==> src/rtl/uart_pkg.sv <==
// Shared definitions for the UART receive frame controller.
//   SYNC_BYTE    - first byte of every frame
//   CMD_SETBAUD  - reserved command that reprograms the receiver baudrate
//   state_e      - frame assembly states
//   ERR_*        - bit positions inside err_flags
package uart_pkg;

  localparam logic [7:0] SYNC_BYTE   = 8'h55;
  localparam logic [7:0] CMD_SETBAUD = 8'hB0;
  localparam logic [4:0] SETBAUD_LEN = 5'd4;

  typedef enum logic [2:0] {
    HUNT,
    CMD,
    LEN,
    PAYLOAD,
    CSUM,
    HOLD
  } state_e;

  localparam int ERR_PARITY  = 0;
  localparam int ERR_FRAME   = 1;  // checksum mismatch, bad length, zero baud
  localparam int ERR_TIMEOUT = 2;

endpackage

==> src/rtl/uart_rx_frame_ctrl_if.sv <==
// Host-side frame handshake and payload read port.
//   frm_valid/frm_cmd/frm_len : held frame, controller -> host
//   frm_ack                   : host consumed the frame
//   rd_addr/rd_data           : combinational payload buffer read
// master = controller side, slave = host side.
interface uart_rx_frame_ctrl_if;
  logic       frm_valid;
  logic [7:0] frm_cmd;
  logic [4:0] frm_len;
  logic       frm_ack;
  logic [3:0] rd_addr;
  logic [7:0] rd_data;

  modport master (
    output frm_valid, frm_cmd, frm_len, rd_data,
    input  frm_ack, rd_addr
  );

  modport slave (
    input  frm_valid, frm_cmd, frm_len, rd_data,
    output frm_ack, rd_addr
  );
endinterface

==> src/rtl/uart_frame_buf.sv <==
// Payload buffer: DEPTH x 8 register file, one synchronous write port and
// one combinational read port. Contents are intentionally not reset.
//   clk      in  system clock
//   we_i     in  write enable
//   waddr_i  in  write address
//   wdata_i  in  write data
//   raddr_i  in  read address
//   rdata_o  out read data (combinational)
module uart_frame_buf #(
  parameter int DEPTH = 16,
  parameter int AW    = 4
) (
  input  logic          clk,
  input  logic          we_i,
  input  logic [AW-1:0] waddr_i,
  input  logic [7:0]    wdata_i,
  input  logic [AW-1:0] raddr_i,
  output logic [7:0]    rdata_o
);

  logic [7:0] mem_q [DEPTH];

  always_ff @(posedge clk) begin
    if (we_i) begin
      mem_q[waddr_i] <= wdata_i;
    end
  end

  assign rdata_o = mem_q[raddr_i];

endmodule

==> src/rtl/uart_rx_frame_ctrl.sv <==
// Frame controller between uart_rx and the host. Drives the receiver
// configuration and assembles SYNC/CMD/LEN/PAYLOAD/CSUM frames; good frames
// are held for the host until acknowledged. Command CMD_SETBAUD with a
// 4-byte payload reprograms the baudrate instead of being presented.
//   clk, rst                  clock, synchronous active-high reset
//   rx_ready/rx_data/rx_parity_valid  byte strobe from uart_rx
//   cfg_*                     configuration to uart_rx
//   frm (master)              held frame + payload read port
//   err_flags, drop_cnt       sticky status, cleared by err_clr
module uart_rx_frame_ctrl
  import uart_pkg::*;
#(
  parameter int CLK_HZ       = 25000000,
  parameter int DEFAULT_BAUD = 115200,
  parameter int MAX_LEN      = 16,
  parameter int TIMEOUT_CYC  = 250000
) (
  input  logic        clk,
  input  logic        rst,
  input  logic        rx_ready,
  input  logic [7:0]  rx_data,
  input  logic        rx_parity_valid,
  output logic [31:0] cfg_baudrate,
  output logic [1:0]  cfg_stop_bits,
  output logic        cfg_parity_en,
  output logic        cfg_parity_type,
  output logic        cfg_rx_en,
  uart_rx_frame_ctrl_if.master frm,
  output logic [2:0]  err_flags,
  output logic [7:0]  drop_cnt,
  input  logic        err_clr
);

  // A non-positive timeout falls back to roughly one millisecond.
  localparam int TIMEOUT_EFF = (TIMEOUT_CYC > 0) ? TIMEOUT_CYC : (CLK_HZ / 1000);
  localparam int IDLE_W = $clog2(TIMEOUT_EFF + 1);
  localparam logic [IDLE_W-1:0] IDLE_LAST = IDLE_W'(TIMEOUT_EFF - 1);
  localparam logic [7:0] MAX_LEN_B = 8'(MAX_LEN);

  state_e            state_q, state_d;
  logic [7:0]        cmd_q, cmd_d;
  logic [4:0]        len_q, len_d;
  logic [3:0]        idx_q, idx_d;
  logic [7:0]        csum_q, csum_d;
  logic [31:0]       baud_sh_q, baud_sh_d;
  logic [31:0]       baud_q, baud_d;
  logic              rx_en_q, rx_en_d;
  logic              frm_valid_q, frm_valid_d;
  logic [7:0]        frm_cmd_q, frm_cmd_d;
  logic [4:0]        frm_len_q, frm_len_d;
  logic [2:0]        err_q, err_d;
  logic [7:0]        drop_q, drop_d;
  logic [IDLE_W-1:0] idle_q, idle_d;
  logic [2:0]        new_err;
  logic              drop_evt;
  logic              buf_we;

  uart_frame_buf #(.DEPTH(MAX_LEN), .AW(4)) u_buf (
    .clk     (clk),
    .we_i    (buf_we),
    .waddr_i (idx_q),
    .wdata_i (rx_data),
    .raddr_i (frm.rd_addr),
    .rdata_o (frm.rd_data)
  );

  always_ff @(posedge clk) begin
    if (rst) begin
      state_q     <= HUNT;
      cmd_q       <= '0;
      len_q       <= '0;
      idx_q       <= '0;
      csum_q      <= '0;
      baud_sh_q   <= '0;
      baud_q      <= 32'(DEFAULT_BAUD);
      rx_en_q     <= 1'b1;
      frm_valid_q <= 1'b0;
      frm_cmd_q   <= '0;
      frm_len_q   <= '0;
      err_q       <= '0;
      drop_q      <= '0;
      idle_q      <= '0;
    end else begin
      state_q     <= state_d;
      cmd_q       <= cmd_d;
      len_q       <= len_d;
      idx_q       <= idx_d;
      csum_q      <= csum_d;
      baud_sh_q   <= baud_sh_d;
      baud_q      <= baud_d;
      rx_en_q     <= rx_en_d;
      frm_valid_q <= frm_valid_d;
      frm_cmd_q   <= frm_cmd_d;
      frm_len_q   <= frm_len_d;
      err_q       <= err_d;
      drop_q      <= drop_d;
      idle_q      <= idle_d;
    end
  end

  always_comb begin
    state_d     = state_q;
    cmd_d       = cmd_q;
    len_d       = len_q;
    idx_d       = idx_q;
    csum_d      = csum_q;
    baud_sh_d   = baud_sh_q;
    baud_d      = baud_q;
    rx_en_d     = 1'b1;
    frm_valid_d = frm_valid_q;
    frm_cmd_d   = frm_cmd_q;
    frm_len_d   = frm_len_q;
    idle_d      = idle_q;
    new_err     = '0;
    drop_evt    = 1'b0;
    buf_we      = 1'b0;

    // Inter-byte idle timer, only armed while a frame is in progress.
    if (rx_ready) begin
      idle_d = '0;
    end else if (state_q inside {CMD, LEN, PAYLOAD, CSUM}) begin
      if (idle_q == IDLE_LAST) begin
        idle_d               = '0;
        new_err[ERR_TIMEOUT] = 1'b1;
        state_d              = HUNT;
      end else begin
        idle_d = idle_q + 1'b1;
      end
    end else begin
      idle_d = '0;
    end

    if (rx_ready) begin
      if (state_q == HOLD) begin
        drop_evt = 1'b1;
      end else if (!rx_parity_valid) begin
        // Bad byte is never interpreted, not even as a sync byte.
        new_err[ERR_PARITY] = 1'b1;
        state_d             = HUNT;
      end else begin
        case (state_q)
          HUNT: begin
            if (rx_data == SYNC_BYTE) state_d = CMD;
          end
          CMD: begin
            cmd_d   = rx_data;
            csum_d  = rx_data;
            state_d = LEN;
          end
          LEN: begin
            if (rx_data > MAX_LEN_B) begin
              new_err[ERR_FRAME] = 1'b1;
              state_d            = HUNT;
            end else begin
              len_d   = rx_data[4:0];
              csum_d  = csum_q ^ rx_data;
              idx_d   = '0;
              state_d = (rx_data == 8'd0) ? CSUM : PAYLOAD;
            end
          end
          PAYLOAD: begin
            buf_we    = 1'b1;
            csum_d    = csum_q ^ rx_data;
            idx_d     = idx_q + 1'b1;
            // Last four payload bytes, big-endian; equals buf[0..3] when len=4.
            baud_sh_d = {baud_sh_q[23:0], rx_data};
            if ({1'b0, idx_q} == len_q - 5'd1) state_d = CSUM;
          end
          CSUM: begin
            state_d = HUNT;
            if (rx_data != csum_q) begin
              new_err[ERR_FRAME] = 1'b1;
            end else if (cmd_q == CMD_SETBAUD && len_q == SETBAUD_LEN) begin
              if (baud_sh_q == 32'd0) begin
                new_err[ERR_FRAME] = 1'b1;
              end else begin
                baud_d  = baud_sh_q;
                rx_en_d = 1'b0;  // one-cycle re-enable so uart_rx picks up the new rate
              end
            end else begin
              frm_valid_d = 1'b1;
              frm_cmd_d   = cmd_q;
              frm_len_d   = len_q;
              state_d     = HOLD;
            end
          end
          default: state_d = HUNT;
        endcase
      end
    end

    if (state_q == HOLD && frm.frm_ack) begin
      frm_valid_d = 1'b0;
      state_d     = HUNT;
    end

    // A clear in the same cycle as a new event keeps the new event.
    err_d  = (err_clr ? 3'b000 : err_q) | new_err;
    drop_d = err_clr ? 8'd0 : drop_q;
    if (drop_evt && drop_d != 8'hFF) drop_d = drop_d + 8'd1;
  end

  assign cfg_baudrate    = baud_q;
  assign cfg_stop_bits   = 2'd0;
  assign cfg_parity_en   = 1'b1;
  assign cfg_parity_type = 1'b0;
  assign cfg_rx_en       = rx_en_q;
  assign frm.frm_valid   = frm_valid_q;
  assign frm.frm_cmd     = frm_cmd_q;
  assign frm.frm_len     = frm_len_q;
  assign err_flags       = err_q;
  assign drop_cnt        = drop_q;

endmodule

==> src/flat_wrapper.sv <==
// flat-port wrapper written by rule: the top's interface ports become plain ports
module uart_rx_frame_ctrl_flat import uart_pkg::*;
#(
  parameter int CLK_HZ       = 25000000,
  parameter int DEFAULT_BAUD = 115200,
  parameter int MAX_LEN      = 16,
  parameter int TIMEOUT_CYC  = 250000
)
  (clk, rst, rx_ready, rx_data, rx_parity_valid, cfg_baudrate, cfg_stop_bits, cfg_parity_en, cfg_parity_type, cfg_rx_en, err_flags, drop_cnt, err_clr, frm_frm_valid, frm_frm_cmd, frm_frm_len, frm_rd_data, frm_frm_ack, frm_rd_addr);
  uart_rx_frame_ctrl_if frm_i ();
  input  logic clk;
  input  logic rst;
  input  logic rx_ready;
  input  logic [7:0] rx_data;
  input  logic rx_parity_valid;
  output logic [31:0] cfg_baudrate;
  output logic [1:0] cfg_stop_bits;
  output logic cfg_parity_en;
  output logic cfg_parity_type;
  output logic cfg_rx_en;
  output logic [2:0] err_flags;
  output logic [7:0] drop_cnt;
  input  logic err_clr;
  output wire logic [$bits(frm_i.frm_valid)-1:0] frm_frm_valid;
  output wire logic [$bits(frm_i.frm_cmd)-1:0] frm_frm_cmd;
  output wire logic [$bits(frm_i.frm_len)-1:0] frm_frm_len;
  output wire logic [$bits(frm_i.rd_data)-1:0] frm_rd_data;
  input wire logic [$bits(frm_i.frm_ack)-1:0] frm_frm_ack;
  input wire logic [$bits(frm_i.rd_addr)-1:0] frm_rd_addr;
  assign frm_frm_valid = frm_i.frm_valid;
  assign frm_frm_cmd = frm_i.frm_cmd;
  assign frm_frm_len = frm_i.frm_len;
  assign frm_rd_data = frm_i.rd_data;
  assign frm_i.frm_ack = frm_frm_ack;
  assign frm_i.rd_addr = frm_rd_addr;
  uart_rx_frame_ctrl #(.CLK_HZ(CLK_HZ), .DEFAULT_BAUD(DEFAULT_BAUD), .MAX_LEN(MAX_LEN), .TIMEOUT_CYC(TIMEOUT_CYC)) u_core (.clk(clk), .rst(rst), .rx_ready(rx_ready), .rx_data(rx_data), .rx_parity_valid(rx_parity_valid), .cfg_baudrate(cfg_baudrate), .cfg_stop_bits(cfg_stop_bits), .cfg_parity_en(cfg_parity_en), .cfg_parity_type(cfg_parity_type), .cfg_rx_en(cfg_rx_en), .frm(frm_i), .err_flags(err_flags), .drop_cnt(drop_cnt), .err_clr(err_clr));
endmodule
==> config.mk <==
export PLATFORM = sky130hd
export DESIGN_NAME = uart_rx_frame_ctrl_flat
export DESIGN_NICKNAME = d
export VERILOG_FILES = /design/src/rtl/uart_pkg.sv /design/src/rtl/uart_rx_frame_ctrl_if.sv /design/src/rtl/uart_frame_buf.sv /design/src/rtl/uart_rx_frame_ctrl.sv /design/src/flat_wrapper.sv
export SDC_FILE = /design/constraint.sdc
export NUM_CORES = 1
export LEC_CHECK = 0
export CORE_ASPECT_RATIO = 0.5
export CORE_UTILIZATION = 35
export DETAILED_ROUTE_END_ITERATION = 7
export GPL_TIMING_DRIVEN = 1
export MAX_ROUTING_LAYER = met4
export PLACE_DENSITY_LB_ADDON = 0.25
export SLEW_MARGIN = 20
export SYNTH_ARGS = -nofsm -noshare
export SYNTH_HDL_FRONTEND = slang
export SYNTH_SLANG_ARGS = --single-unit
==> constraint.sdc <==
create_clock -name clk -period 7.2 [get_ports clk]
set_input_delay 1.44 -clock clk [delete_from_list [all_inputs] [get_ports clk]]
set_output_delay 1.44 -clock clk [all_outputs]
set_load 0.005 [all_outputs]
==> Word-level counts from Yosys, hierarchy flattened <==
Memory sizes are Yosys's and may differ from the RTL's.
Index checks and enable logic that the tools add are counted.
{ "classes": {"addsub": 4, "multipliers": 0, "div_mod_pow": 0, "n_lt_le_gt_ge": 1, "n_eq_ne": 13, "shift": 0, "n_mux": 40, "bitwise_logic": 11, "n_reduce_logical": 19} }
{ "op_table": {"columns": ["op", "n"], "rows": [
  ["$mux W3", 13],
  ["$logic_not A32 Y1", 1],
  ["$mux W8", 3],
  ["$pmux W8 S3", 1],
  ["$add A18 B1 Y18 const B", 1],
  ["$eq A18 B18 Y1 const B", 1],
  ["$mux W1", 17],
  ["$pmux W3 S5", 1],
  ["$reduce_and A5 Y1", 3],
  ["$not A1 Y1", 9],
  ["$add A8 B1 Y8 const B", 1],
  ["$eq A8 B7 Y1 const B", 1],
  ["$eq A8 B8 Y1 const B", 1],
  ["$gt A8 B5 Y1 const B", 1],
  ["$logic_not A8 Y1", 1],
  ["$ne A8 B8 Y1", 1],
  ["$ne A8 B8 Y1 const B", 1],
  ["$pmux W4 S2", 1],
  ["$reduce_and A4 Y1", 2],
  ["$xor A8 B8 Y8", 1],
  ["$reduce_and A7 Y1", 1],
  ["$reduce_or A7 Y1", 1],
  ["$eq A3 B2 Y1 const B", 2],
  ["$eq A3 B3 Y1 const B", 2],
  ["18 further kinds", 21]
]} }
{ "word_totals": {"register_bits": 136, "latchBits": 0, "ram_bits": 128, "rom_bits": 0, "inputBits": 18, "output_inout_bits": 70, "elab_cells": 103, "mem_count": 1} }
{ "mem_list": {"columns": ["name", "depth", "word_bits", "rd", "rd_clocked_by_memory_dff", "write_ports", "line_no", "text"], "rows": [
  ["u_core.u_buf.mem_q", 16, 8, 1, 0, 1, "uart_frame_buf.sv:21", "logic [7:0] mem_q [DEPTH];"]
]} }

==> Depth between registers and ports, before layout <==
{ "depth": {"depth_word": 9, "mapped_depth": 8, "ltp_nobuf": 7} }

==> Modules after synthesis <==
Synthesis repeated with hierarchy kept, for this count alone.
{ "hier_totals": {"cells_unflattened": 890, "hier_area_um2": 10854.2} }
{ "modules_own_cells": {"columns": ["module", "instances", "cells_per_inst", "area_per_inst_um2"], "rows": [
  ["uart_rx_frame_ctrl", 1, 669, 5866.9],
  ["uart_frame_buf", 1, 221, 4987.3]
]} }

==> Least setup slack after synthesis <==
OpenSTA, ideal clock, no wires.
{ "synth_timing": {"kind": "input to output", "startpoint": "input port frm_rd_addr[0]", "endpoint": "output port frm_rd_data[0]", "arrival_time_ps": 2953, "required_time_ps": 5760, "slack_ps": 2807, "path_stages": 4, "cell_sequence": "clkbuf_1 -> buf_2 -> mux4_2 -> mux4_2"} }
{ "synth_between": {"elab_chain_len": 1} }
{ "synth_lines": {"columns": ["item", "line_no", "text"], "rows": [
  ["start: declaration", "flat_wrapper.sv:29", "input wire logic [$bits(frm_i.rd_addr)-1:0] frm_rd_addr;"],
  ["$mem_v2 Z16 W8", null, null],
  ["end: declaration", "flat_wrapper.sv:27", "output wire logic [$bits(frm_i.rd_data)-1:0] frm_rd_data;"]
]} }
Every way passes these cells.

==> Worst setup path after layout <==
{ "layout_timing": {"startpoint": "input port frm_rd_addr[1]", "endpoint": "output port frm_rd_data[4]"} }
The elaborated chain is that of the path after synthesis.

==> results by group <==
Run status
  – Outcome: finished clean

STA
  – Time the worst path needs with I/O delays and setup: 5.09 ns
  – Hold slack: 0.458 ns
  – RSZ-0062 raised after global routing: no
  – Setup-failing EPs final: 0
  – Final period util: 0.707
  – Worst slew margin: 0.262
  – Setup total negative slack: 0 ns
  – Max Clock Freq: 197 MHz
  – Final Skew: between 0.01 and 0.015 ns
  – Worst-Margin Slew: between 1 and 1.5 ns
  – Final Hold Viols: 0
  – Pins Over Slew Limit: 0
  – Final WS setup: 2.11 ns

Clock tree
  – CTS tree: done
  – Post-CTS setup buffer count: 0
  – Cts hold-fix bufs: 0
  – Clk Latency, worst-skew pair: 0.54 ns
  – Cts repair resizes: 0
  – Clk Tree Root Cell: clkbuf_16
  – H-Tree Level Count: 1
  – Clock sink total: 264
  – Bufs on Longest Clock Path: 3
  – Total CTS buffers: 25
  – Reg clk slew, reported paths: 0.06 ns

Logic synthesis
  – Syn_area_per_cell: around 12 sq um
  – Sequential share of the synthesized area: 0.600
  – Post-Synth Adder-Cell Area: 0.00800
  – Ys async rst share: 0
  – Synth cell types: 63
  – Largest family of logic cells by synthesized area: simple AND/OR/NAND/NOR gates
  – Post-Syn Area: between 0.01 and 0.015 sq mm
  – Yosys reg bits: 264
  – Compound-Gate Fraction of Synth Area: 0.0781
  – Cell count after synthesis: slightly above 900
  – Post-synth EDFFs: 128
  – Ys flop type: dfxtp_1
  – Xor and xnor fraction of the mapped netlist area: 0.0325
  – Yosys warning total: 0
  – Synth Area in Simple Gates: 0.145
  – Multiplexer share of the synthesized area: 0.102

Routing
  – Routed Antenna Nets: 0
  – Via/cell ratio: ~5
  – Post-route DRC violation count: 0
  – Detailed-router iteration count before antenna repair: 5
  – DR iter-0 viols: roughly 590
  – Drt wl/cell: 18.1 microns
  – Via count: 7363
  – Routed WL: 25900 microns

Critical path
  – Worst r2r dst: u_core.u_buf.mem_q[8][7]
  – Crit-path max cell delay: 0.51 ns
  – Crit-path leading delay family: buffers and inverters
  – Critical path cell sequence: clkdlybuf4s50_1, buf_4, mux4_2, mux4_2, clkdlybuf4s50_1
  – Worst Setup Path Type: primary input to primary output
  – Worst setup EP type: primary output
  – Worst Setup SP: frm_rd_addr[1]
  – CP arrival: 3.65 ns
  – Reg2reg setup slack: 4.34 ns
  – Reg2reg path depth: 6
  – Critical path launch point type: primary input
  – CP max stage cell: mux4_2
  – WP buf/inv: 3
  – CP Capture Point: frm_rd_data[4]
  – Worst-path fanout max: 32
  – Crit. path cell count: 5
  – R2r startpoint: u_core.state_q[1]
  – Worst Path Required: 5.76 ns

Global route
  – Initial antenna violation count: 0
  – Total global-route track usage: 0.166
  – First-pass GRT wire length: around 40000 microns
  – Largest net degree at the start of global routing: 80
  – Vias in the first global route: roughly 7200
  – GRT overflow: 0

Final layout
  – Commonest cells after routing, fill and taps aside: 136 x dfxtp_1, 128 x edfxtp_1, 96 x nand2_1
  – Inserted Diodes: 0
  – Commonest non-fill, non-tap cell in the layout: dfxtp_1
  – FF/Latch Area: between 0.006 and 0.007 sq mm
  – Area growth syn-to-layout: 18.7%
  – Layout cells sized above 1: 0.121
  – Nets: a little over 1000
  – Area occupied by multi-input gates: 0.00404 sq mm
  – Number of fill cells: 2842

Power
  – P_leak: between 0.004 and 0.005 uW
  – Sequential share of power: 0.520
  – Pwr Density: 233 mW/mm^2
  – NetSw: around 650 uW
  – Clock share of power: 0.446
  – Post-route total power: 3020 uW
  – Internal: 2380 uW
  – Switching part of the total: 0.214
  – Worst VDD drop: 134 uV
  – Comb pwr share: 0.035

Worst hold path
  – Hold path startpoint: u_core.frm.frm_valid
  – Hold WC Path Type: flop to flop

Die
  – Core region area: 0.0305 sq mm
  – # IOs: just under 90
  – Die area: 0.0320 sq mm
  – Die width: 252 microns
  – Row cnt: 45
  – Chip height: 127 microns
  – Initial Util: 0.359

Placed design
  – HPWL Detailed: 16500 microns
  – Pre-CTS setup slack: about 1.8 ns
  – Port Buffer Count: 83
  – Gpl congestion: 0.814

Flow run
  – MaxCap Viol Count: 0
registers in the layout, indices dropped and copies added, names as in the netlist, 4 cells and up:
signal / count
u_core.u_buf.mem_q: 128
u_core.drop_cnt: 8
u_core.idle_q: 18
u_core.cfg_baudrate: 32
u_core.cmd_q: 8
u_core.frm.frm_len: 5
u_core.idx_q: 4
u_core.csum_q: 8
u_core.frm.frm_cmd: 8
u_core.len_q: 5
u_core.baud_sh_q: 32
worst min-delay path by stage:
stage	end	slack, ns	cells after the start
5_1_grt	u_core.frm.frm_cmd[0]	0.48	2
2_1_floorplan	u_core.idle_q[0]	0.43	1
3_3_place_gp	u_core.idle_q[0]	0.45	1
4_1_cts	u_core.frm.frm_valid	0.46	2
3_5_place_dp	u_core.frm.frm_len[4]	0.45	2
6_report	u_core.frm.frm_valid	0.46	2
power by group through the flow:
stage	Clock, uW	Combinational (uW)	Sequential [uW]
detailed placement	0	105	1600
finish	1350	105	1570
global placement	0	103	1600
CTS	1380	106	1570
floorplan	0	60.6	1610
global route	1430	113	1570
through the flow:
step / instances / area [sq um] / utilization
after global placement: 1384 / 12100 / 0.398
after detailed placement: 1384 / 12100 / 0.398
final: 1430 / 13000 / 0.426
after floorplan: 921 / 11000 / -
after CTS: 1430 / 13000 / 0.425
after global routing: 1430 / 13000 / 0.426
cell usage after synthesis (all sizes together) (3+ instances only):
| cell | instances | area (sq um) |
|---|---|---|
| ha | 7 | 87.6 |
| dfxtp | 136 | 2720 |
| nand2 | 97 | 367 |
| and3 | 8 | 50.1 |
| a31oi | 10 | 62.6 |
| buf | 29 | 193 |
| nor2 | 74 | 278 |
| nor2b | 4 | 25.0 |
| xnor2 | 17 | 149 |
| and4 | 3 | 26.3 |
| nand3 | 54 | 270 |
| nand4 | 8 | 56.3 |
| mux4 | 40 | 901 |
| mux2i | 20 | 200 |
| clkbuf | 33 | 124 |
| edfxtp | 128 | 3840 |
| nand2b | 4 | 25.0 |
| nor3b | 3 | 38.8 |
| nor3 | 22 | 115 |
| inv | 14 | 52.6 |
| xor2 | 21 | 184 |
| o21ai | 49 | 245 |
| a21oi | 74 | 370 |
| nor4 | 17 | 128 |
| nand3b | 11 | 82.6 |
routing by layer:
metal	vias to the layer above	track usage	wire length [microns]
met3	27	0.0308	1370
met1	3669	0.226	12000
met5	-	-	0
met2	168	0.261	12200
li1	3499	-	-
met4	0	0.0307	370
kinds of logic (layout without fill, tap and decap cells):
family | after synthesis | in the layout
and+or+nand+nor | 320 | 320
AOI/OAI and AO/OA | 150 | 150
buffers and inverters | 76 | 162
muxes | 61 | 61
adders and majority gates | 7 | 7
xor gates and xnor gates | 39 | 39
other | 2 | 4
DFF | 264 | 264
tightest hold or removal path: stages, from the launching register on:
cell,delay (ns)
dfxtp_1,0.31
inv_1,0.04
a21boi_0,0.06
area by class of cell:
cell class,instances,share of cell area
Multi-Input combinational cell,581,0.311
Timing Repair Buffer,102,0.0746
Sequential cell,264,0.505
Tap cell,423,0.0407
Clock buffer,32,0.0533
Clock inverter,14,0.0109
Inverter,14,0.00405
Note: power is estimated with default switching activity, not from simulation.
